File: config.mk
export PLATFORM = sky130hd
export DESIGN_NAME = compare
export DESIGN_NICKNAME = d
export VERILOG_FILES = /design/src/rtl/compare.sv
export SDC_FILE = /design/constraint.sdc
export NUM_CORES = 1
export LEC_CHECK = 0
export ABC_AREA = 1
export ABC_CLOCK_PERIOD_IN_PS = 1700
export BUFFER_PORTS_ARGS = -buffer_cell sky130_fd_sc_hd__buf_2
export CORE_AREA = 2 2 39 41
export CTS_BUF_LIST = sky130_fd_sc_hd__clkbuf_4 sky130_fd_sc_hd__clkbuf_8
export DETAILED_ROUTE_END_ITERATION = 8
export DIE_AREA = 0 0 41 43
export GPL_TIMING_DRIVEN = 0
export PLACE_DENSITY = 0.72
export SLEW_MARGIN = 20
export SYNTH_ARGS = -nofsm -noshare
export SYNTH_HDL_FRONTEND = slang
export SYNTH_SLANG_ARGS = --single-unit
File: constraint.sdc
create_clock -name clk -period 1.7 [get_ports clk]
set_input_delay 0.17 -clock clk [delete_from_list [all_inputs] [get_ports clk]]
set_output_delay 0.17 -clock clk [all_outputs]
set_load 0.02 [all_outputs]
File: src/rtl/compare.sv
// Unsigned WIDTH-bit comparator of x against reference key crux, with a registered match
// flag, a match rising-edge pulse and a saturating match counter.
module compare #(
    parameter int unsigned WIDTH = 3,
    parameter int unsigned CNT_W = 8
) (
    input  logic             clk,
    input  logic             rst,
    input  logic [WIDTH-1:0] x,
    input  logic [WIDTH-1:0] crux,
    output logic             result,
    output logic             gt,
    output logic             lt,
    output logic             result_q,
    output logic             match_rise,
    output logic [CNT_W-1:0] match_cnt
);

    localparam logic [CNT_W-1:0] CntMax = '1;

    logic             result_d;
    logic             match_rise_d;
    logic             match_rise_q;
    logic [CNT_W-1:0] match_cnt_d;
    logic [CNT_W-1:0] match_cnt_q;

    // lt is derived from the other two so exactly one flag is ever high.
    always_comb begin
        result = (x == crux);
        gt     = (x > crux);
        lt     = ~result & ~gt;
    end

    always_comb begin
        result_d     = result;
        match_rise_d = result & ~result_q;
        match_cnt_d  = match_cnt_q;
        if (result && (match_cnt_q != CntMax)) begin
            match_cnt_d = match_cnt_q + CNT_W'(1);
        end
    end

    always_ff @(posedge clk) begin
        if (rst) begin
            result_q     <= 1'b0;
            match_rise_q <= 1'b0;
            match_cnt_q  <= '0;
        end else begin
            result_q     <= result_d;
            match_rise_q <= match_rise_d;
            match_cnt_q  <= match_cnt_d;
        end
    end

    assign match_rise = match_rise_q;
    assign match_cnt  = match_cnt_q;

endmodule

==> out/metrics.yaml, run 1 <==
global_routing:
  grt_overflow_total: 0
  grt_max_degree: 11
  grt_pass1_wl_microns: 1959
  track_usage: 0.1663
  antenna_found_initial: 0
  grt_pass1_vias: 504
placement:
  dp_slack_ps: 366.8
  dp_hpwl_microns: 952.5
  gp_congestion: 0.7762
  io_buffers: 20
worst_setup_path:
  critPathArrivalTime_ps: 1160
  worst_setup_path_start_kind: "input pin"
  cp.required_ps: 1530
  crit_path_start: "x[2]"
  crit_path_end_kind: "primary output"
  cp_max_fo: 10
  r2r_start: "match_cnt[0]"
  worstSetupPathType: "in -> out"
power_and_ir_drop:
  ir_drop_uv: 360.5
  leakagePower_nw: 0.3517
  power_uw: 495.9
  power_density_nw_per_um2: 677.5
floorplanning:
  pin_count: 21
  rows: 14
  dieHeight_microns: 43
  start_util: 0.4259
  die_w_microns: 41
  core_area_sq_um: 1384
  dieArea_sq_um: 1763
sta:
  finalHoldViolations: 0
  setup_tns_ps: 0
  setup_ws_ps: 367.6
  min_period_ps: 1332
  drv_slew: 0
  hold_ws_ps: 140.5
  setup_violations: 0
  rsz0062_at_grt: "no"
  period_share: 0.7838
  relSlewSlack: 0.8500
  worst_pin_slew_ps: 224.7
  clock_skew_ps: 1.204
  fmax_ghz: 0.7505
synth:
  synth_edf_count: 0
  synth_top_family_by_area: "simple AND/OR/NAND/NOR gates"
  synth.most_common_cell: "nor2_1"
  yosys-top-cells-area: "dfxtp_1, nor2_1, nand2_1, ha_1, nand3_1"
  synth_seq_cells: 10
  synthAdderAreaFrac: 0.08493
  synth_ff_type: "dfxtp_1"
  async_flop_share: 0
  synthXorXnorAreaFrac: 0
  synth-compound-area-share: 0.07643
  syn_nets: 95
  syn_area_sq_um: 589.3
  synth_mux_area_frac: 0
  yosys-top-cells-count: "nor2_1, nand2_1, dfxtp_1, inv_1, nand3_1"
  synthCells: 83
  synth_top_area_frac: 0.3397
  yosys.area_share.simple: 0.4225
  synth_top_area_cell: "dfxtp_1"
  ys_types: 18
  yosys_warnings: 0
  avgSynthCellArea_sq_um: 7.100
  seq_area_frac_synth: 0.3397
hold_path:
  hp-start: "rst"
  hp-class: "in -> reg"
finish:
  area_growth_pct: 24.20
  fin_nets: 120
  antenna_cells: 0
  layout-drive-gt1-share: 0.3396
clock_tree:
  cts-htree-levels: 1
  cts_buffers: 3
  cts_root_buffer: "clkbuf_4"
  cts_tree: "built"
  clk_transition_reported_paths_ps: 60
  clock_sinks: 10
  clk_latency_ps: 260
  hold_buffers: 0
  post-cts-setup-buffers: 0
  cts_resized: 0
  clockBufferDepth: 2
drt:
  wl_per_cell_microns: 9.967
  drc: 0
  drtIter0Drc: 15
  routed_wl_microns: 1216
  drtAntennaViolNets: 0
  viasPerCell: 4.795
  num_vias: 585
  dr.pass1.iters: 4
flow_run:
  drv_cap: 0
status:
  status: "complete, no violations"
## worst max-delay path, cell delays in order
cell,delay [ps]
buf_2,100
ha_1,320
nand2_2,100
nor2_4,40
buf_6,140
a21oi_1,120
buf_2,180
## cell type report
class                           count  area (sq um)
Buffer                              1         11.26
Timing Repair Buffer               20         100.1
Fill cell                         144         651.9
Tap cell                           16         20.02
Inverter                            9         33.78
Sequential cell                    10         200.2
Clock buffer                        3         22.52
Multi-Input combinational cell     63         344.1
## state kept, by name, summed over array words and instances, names as in the netlist
name,flops
match_cnt,8
result_q,1
match_rise,1
## per-layer routing
layer / vias up / global-route usage / part of all wire
met1: 245 / 0.2020 / 0.48
met2: 22 / 0.2375 / 0.41
li1: 313 / - / -
met5: - / 0 / 0
met4: 0 / 0.1200 / 0.036
met3: 5 / 0.04712 / 0.073
## cell families after synthesis
family | count (synthesis)
compound gates | 9
fa+ha+maj | 4
buf+inv | 10
flops | 10
simple gates | 50
## cell usage in the layout, fill, tap and decap left out, types with 2 or more instances in the layout
cell and instances:
a21oi_1 6, buf_2 20, clkbuf_4 3, dfxtp_1 10, ha_1 4, inv_1 7
inv_2 2, nand2_1 14, nand2_2 3, nand2_4 2, nand3_1 7, nor2_1 17
nor2_2 2, nor2_4 2, o21ai_1 2
## power breakdown
part | internal [mW] | leakage [nW] | total, mW | switching (mW)
clock | 0.0816 | 0.0138 | 0.158 | 0.0760
sequential | 0.239 | 0.0808 | 0.243 | 0.00368
combinational | 0.0363 | 0.257 | 0.0956 | 0.0593
## final timing paths
path,slack [ps],cells after the start,end
worst max-delay path,370,7,gt
worst min-delay path,140,2,match_cnt[0]
worst max register to register,440,8,match_cnt[5]
worst min register to register,420,1,match_rise
## through the flow
stage | util | area [sq um] | cells
after global placement | 0.5127 | 709.4 | 119
after detailed placement | 0.5127 | 709.4 | 119
after floorplan | - | 589.3 | 83
final | 0.5289 | 732.0 | 122
after CTS | 0.5289 | 732.0 | 122
after global routing | 0.5289 | 732.0 | 122
(Power assumes the default switching activity.)
==> inputs of run 2 (changes only) <==
Settings changed: ABC_AREA 1 to 0, ABC_CLOCK_PERIOD_IN_PS 1700 to 1100, CORE_AREA 2 2 39 41 to not set, CORE_MARGIN set to 2, CORE_UTILIZATION set to 45, DIE_AREA 0 0 41 43 to not set, PLACE_DENSITY 0.72 to 0.76.
Clock period 1.7 ns to 1.1 ns, I/O delays scaled along.
==> run 2 against run 1 <==
  * The flow now finishes with violations (setup timing)
  * Critical path depth down 3
  * Sequential power up 50%
  * Clock power up 85%
  * Via count up 6.5%
  * First-iteration DRC count down 47%
  * Clock skew up 2.3 ps
  * Final area up 41%
  * Global-route usage up 5.8 points
  * Hold slack better by 9.5 ps
  * Critical path type is now reg -> reg
  * Largest cell class unchanged
  * Largest power group unchanged
==> out/metrics.yaml, run 2 <==
global_routing:
  grt_pass1_vias: 510  # +1.2%
  track_usage: 0.2240  # +0.05765
  antenna_found_initial: 0  # unchanged
  busiest_layer: "met2"
  grt_overflow_total: 0  # unchanged
  grt_max_degree: 11  # unchanged
  use_met3: 0.1000  # +0.05288
  met2_usage: 0.3492  # +0.1117
  use_met1: 0.2403  # +0.03831
  grt_pass1_wl_microns: 2256  # +15%
drt:
  viasPerCell: 5.513  # +15%
  drc: 0  # unchanged
  drtIter0Drc: 8  # -7
  dr.pass1.iters: 4  # unchanged
  num_vias: 623  # +6.5%
  drtAntennaViolNets: 0  # unchanged
  wl_per_cell_microns: 14.03  # +41%
  routed_wl_microns: 1585  # +30%
hold_path:
  hp-start: "rst"
  hp-class: "in -> reg"
floorplanning:
  start_util: 0.4704  # +0.04455
  dieHeight_microns: 40.42  # -6.0%
  die_w_microns: 40.42  # -1.4%
  dieArea_sq_um: 1634  # -7.3%
  pin_count: 21  # unchanged
  rows: 13  # -1
  core_area_sq_um: 1269  # -8.3%
sta:
  rsz0062_at_grt: "yes"
  hold_ws_ps: 150.0  # +9.464 ps
  relSlewSlack: 0.7070  # -0.1430
  min_period_ps: 1368
  setup_tns_ps: -1218  # -1218 ps
  setup_ws_ps: -267.6  # -635.2 ps
  finalHoldViolations: 0  # unchanged
  drv_slew: 0  # unchanged
  period_share: 1.243
  fmax_ghz: 0.7312
  setup_violations: 8  # +8
  worst_pin_slew_ps: 439.5  # +214.8 ps
  clock_skew_ps: 3.506  # +2.302 ps
worst_setup_path:
  critPathArrivalTime_ps: 1530  # +370 ps
  crit_path_start: "match_cnt[1]"
  worstSetupPathType: "reg -> reg"
  crit_path_end_kind: "flop"
  cp_max_fo: 3  # -7
  worst_setup_path_start_kind: "flop"
  cp.required_ps: 1260  # -270 ps
  r2r_start: "match_cnt[1]"
synth:
  yosys_warnings: 0  # unchanged
  synth_top_area_cell: "dfxtp_1"
  synth_seq_cells: 10  # unchanged
  syn_area_sq_um: 596.8  # +1.3%
  avgSynthCellArea_sq_um: 9.182  # +29%
  yosys-top-cells-count: "dfxtp_1, nor2b_1, ha_1, inv_1, nor2_1"
  synth_top_area_frac: 0.3354  # -0.004273
  syn_nets: 77  # -19%
  synth_edf_count: 0  # unchanged
  synthCells: 65  # -22%
  async_flop_share: 0  # unchanged
  seq_area_frac_synth: 0.3354  # -0.004273
  ys_types: 29  # +11
  synth_ff_type: "dfxtp_1"
  synth.most_common_cell: "dfxtp_1"
  yosys-top-cells-area: "dfxtp_1, ha_1, mux2_1, nor2b_1, a41oi_1"
clock_tree:
  hold_buffers: 0  # unchanged
  clk_transition_reported_paths_ps: 60  # about the same
  cts-htree-levels: 1  # unchanged
  cts_buffers: 3  # unchanged
  clk_latency_ps: 270  # about the same
  clock_sinks: 10  # unchanged
  cts_root_buffer: "clkbuf_4"
  clockBufferDepth: 2  # unchanged
  cts_tree: "built"
finish:
  antenna_cells: 0  # unchanged
  fill_cells: 66  # -54%
  layout-drive-gt1-share: 0.6633  # +0.3236
  finish.instance_area_sq_um: 1033  # +41%
  largest_reg_flops: 8  # unchanged
  fin_nets: 111  # -7.5%
  layout_commonest_cell: "buf_2"
  mostFrequentLayoutCells: "buf_2, buf_4, buf_6, nor2b_1, dfxtp_4"
  final_util: 0.8146  # +0.2857
  area_growth_pct: 73.17
  final_cells: 113  # -7.4%
placement:
  gp_congestion: 0.8233  # +6.1%
  placed_cell_area_sq_um: 817.0  # +15%
  dp_cells: 100  # -16%
  io_buffers: 20  # unchanged
  dp_hpwl_microns: 1022  # +7.3%
status:
  status: "finished, violations left"
  violations: "setup timing"
flow_run:
  drv_cap: 0  # unchanged
power_and_ir_drop:
  leakagePower_nw: 0.4279  # +22%
  ir_drop_uv: 916.8  # +150%
  power_density_nw_per_um2: 868.5  # +28%
## run 2: what timing repair did
action | CTS | global route
resized for setup | 10 | 17
pin swaps | 9 | 5
cloned | 0 | 0
endpoints found under the setup margin | 9 | 12
setup buffers | 8 | 2
## run 2: path summary, 6_finish.rpt
check / endpoint / slack (ps) / cells past startpoint
worst max-delay path: match_cnt[3] / -270 / 4
worst min-delay path: match_cnt[1] / 150 / 3
worst max register to register: match_cnt[3] / -270 / 4
worst min register to register: match_rise / 420 / 1
## run 2: cell type report
cell class / instances / area, sq um / share of cell area
flip-flops and latches: 10 / 222.7 / 0.2155
inverters: 5 / 26.28 / 0.02542
well taps: 15 / 18.77 / 0.01816
clock buffers: 4 / 30.03 / 0.02906
repair buffers: 30 / 225.2 / 0.2179
plain buffers: 1 / 3.754 / 0.003632
multi-input cells: 48 / 506.7 / 0.4903
## run 2: layer usage
| layer | vias to the layer above | share of wire |
|---|---|---|
| met5 | - | 0 |
| met4 | 0 | 0.017 |
| met3 | 5 | 0.056 |
| met2 | 17 | 0.53 |
| met1 | 287 | 0.40 |
| li1 | 314 | - |
## run 2: power by group
group	total (mW)	leakage, nW	switching [mW]	internal, mW
sequential	0.365	0.0863	0.00478	0.360
combinational	0.240	0.323	0.118	0.122
clock	0.292	0.0184	0.127	0.165
total	0.898	0.428	0.250	0.647
## run 2: logic make-up (layout without fill, tap and decap cells)
logic type | Yosys count | in the layout | synth area share
buf+inv | 7 | 40 | 0.05658
compound gates | 15 | 15 | 0.2033
simple gates | 25 | 25 | 0.2474
mux | 4 | 4 | 0.07337
fa+ha+maj | 4 | 4 | 0.08386
flops | 10 | 10 | 0.3354
## run 2: through the flow
stage                     total power [mW]  worst slack (ps)
after floorplan                     0.4986            -242.8
after global placement              0.5455            -294.9
after detailed placement            0.5527            -307.8
after CTS                           0.8768            -273.9
after global routing                0.9446            -299.4
final                               0.8976            -267.6
## run 2: critical path, stage by stage (launching register included)
cell and delay [ps]:
dfxtp_4 350, ha_4 160, and4_4 210, a211oi_2 190
mux2_1 330
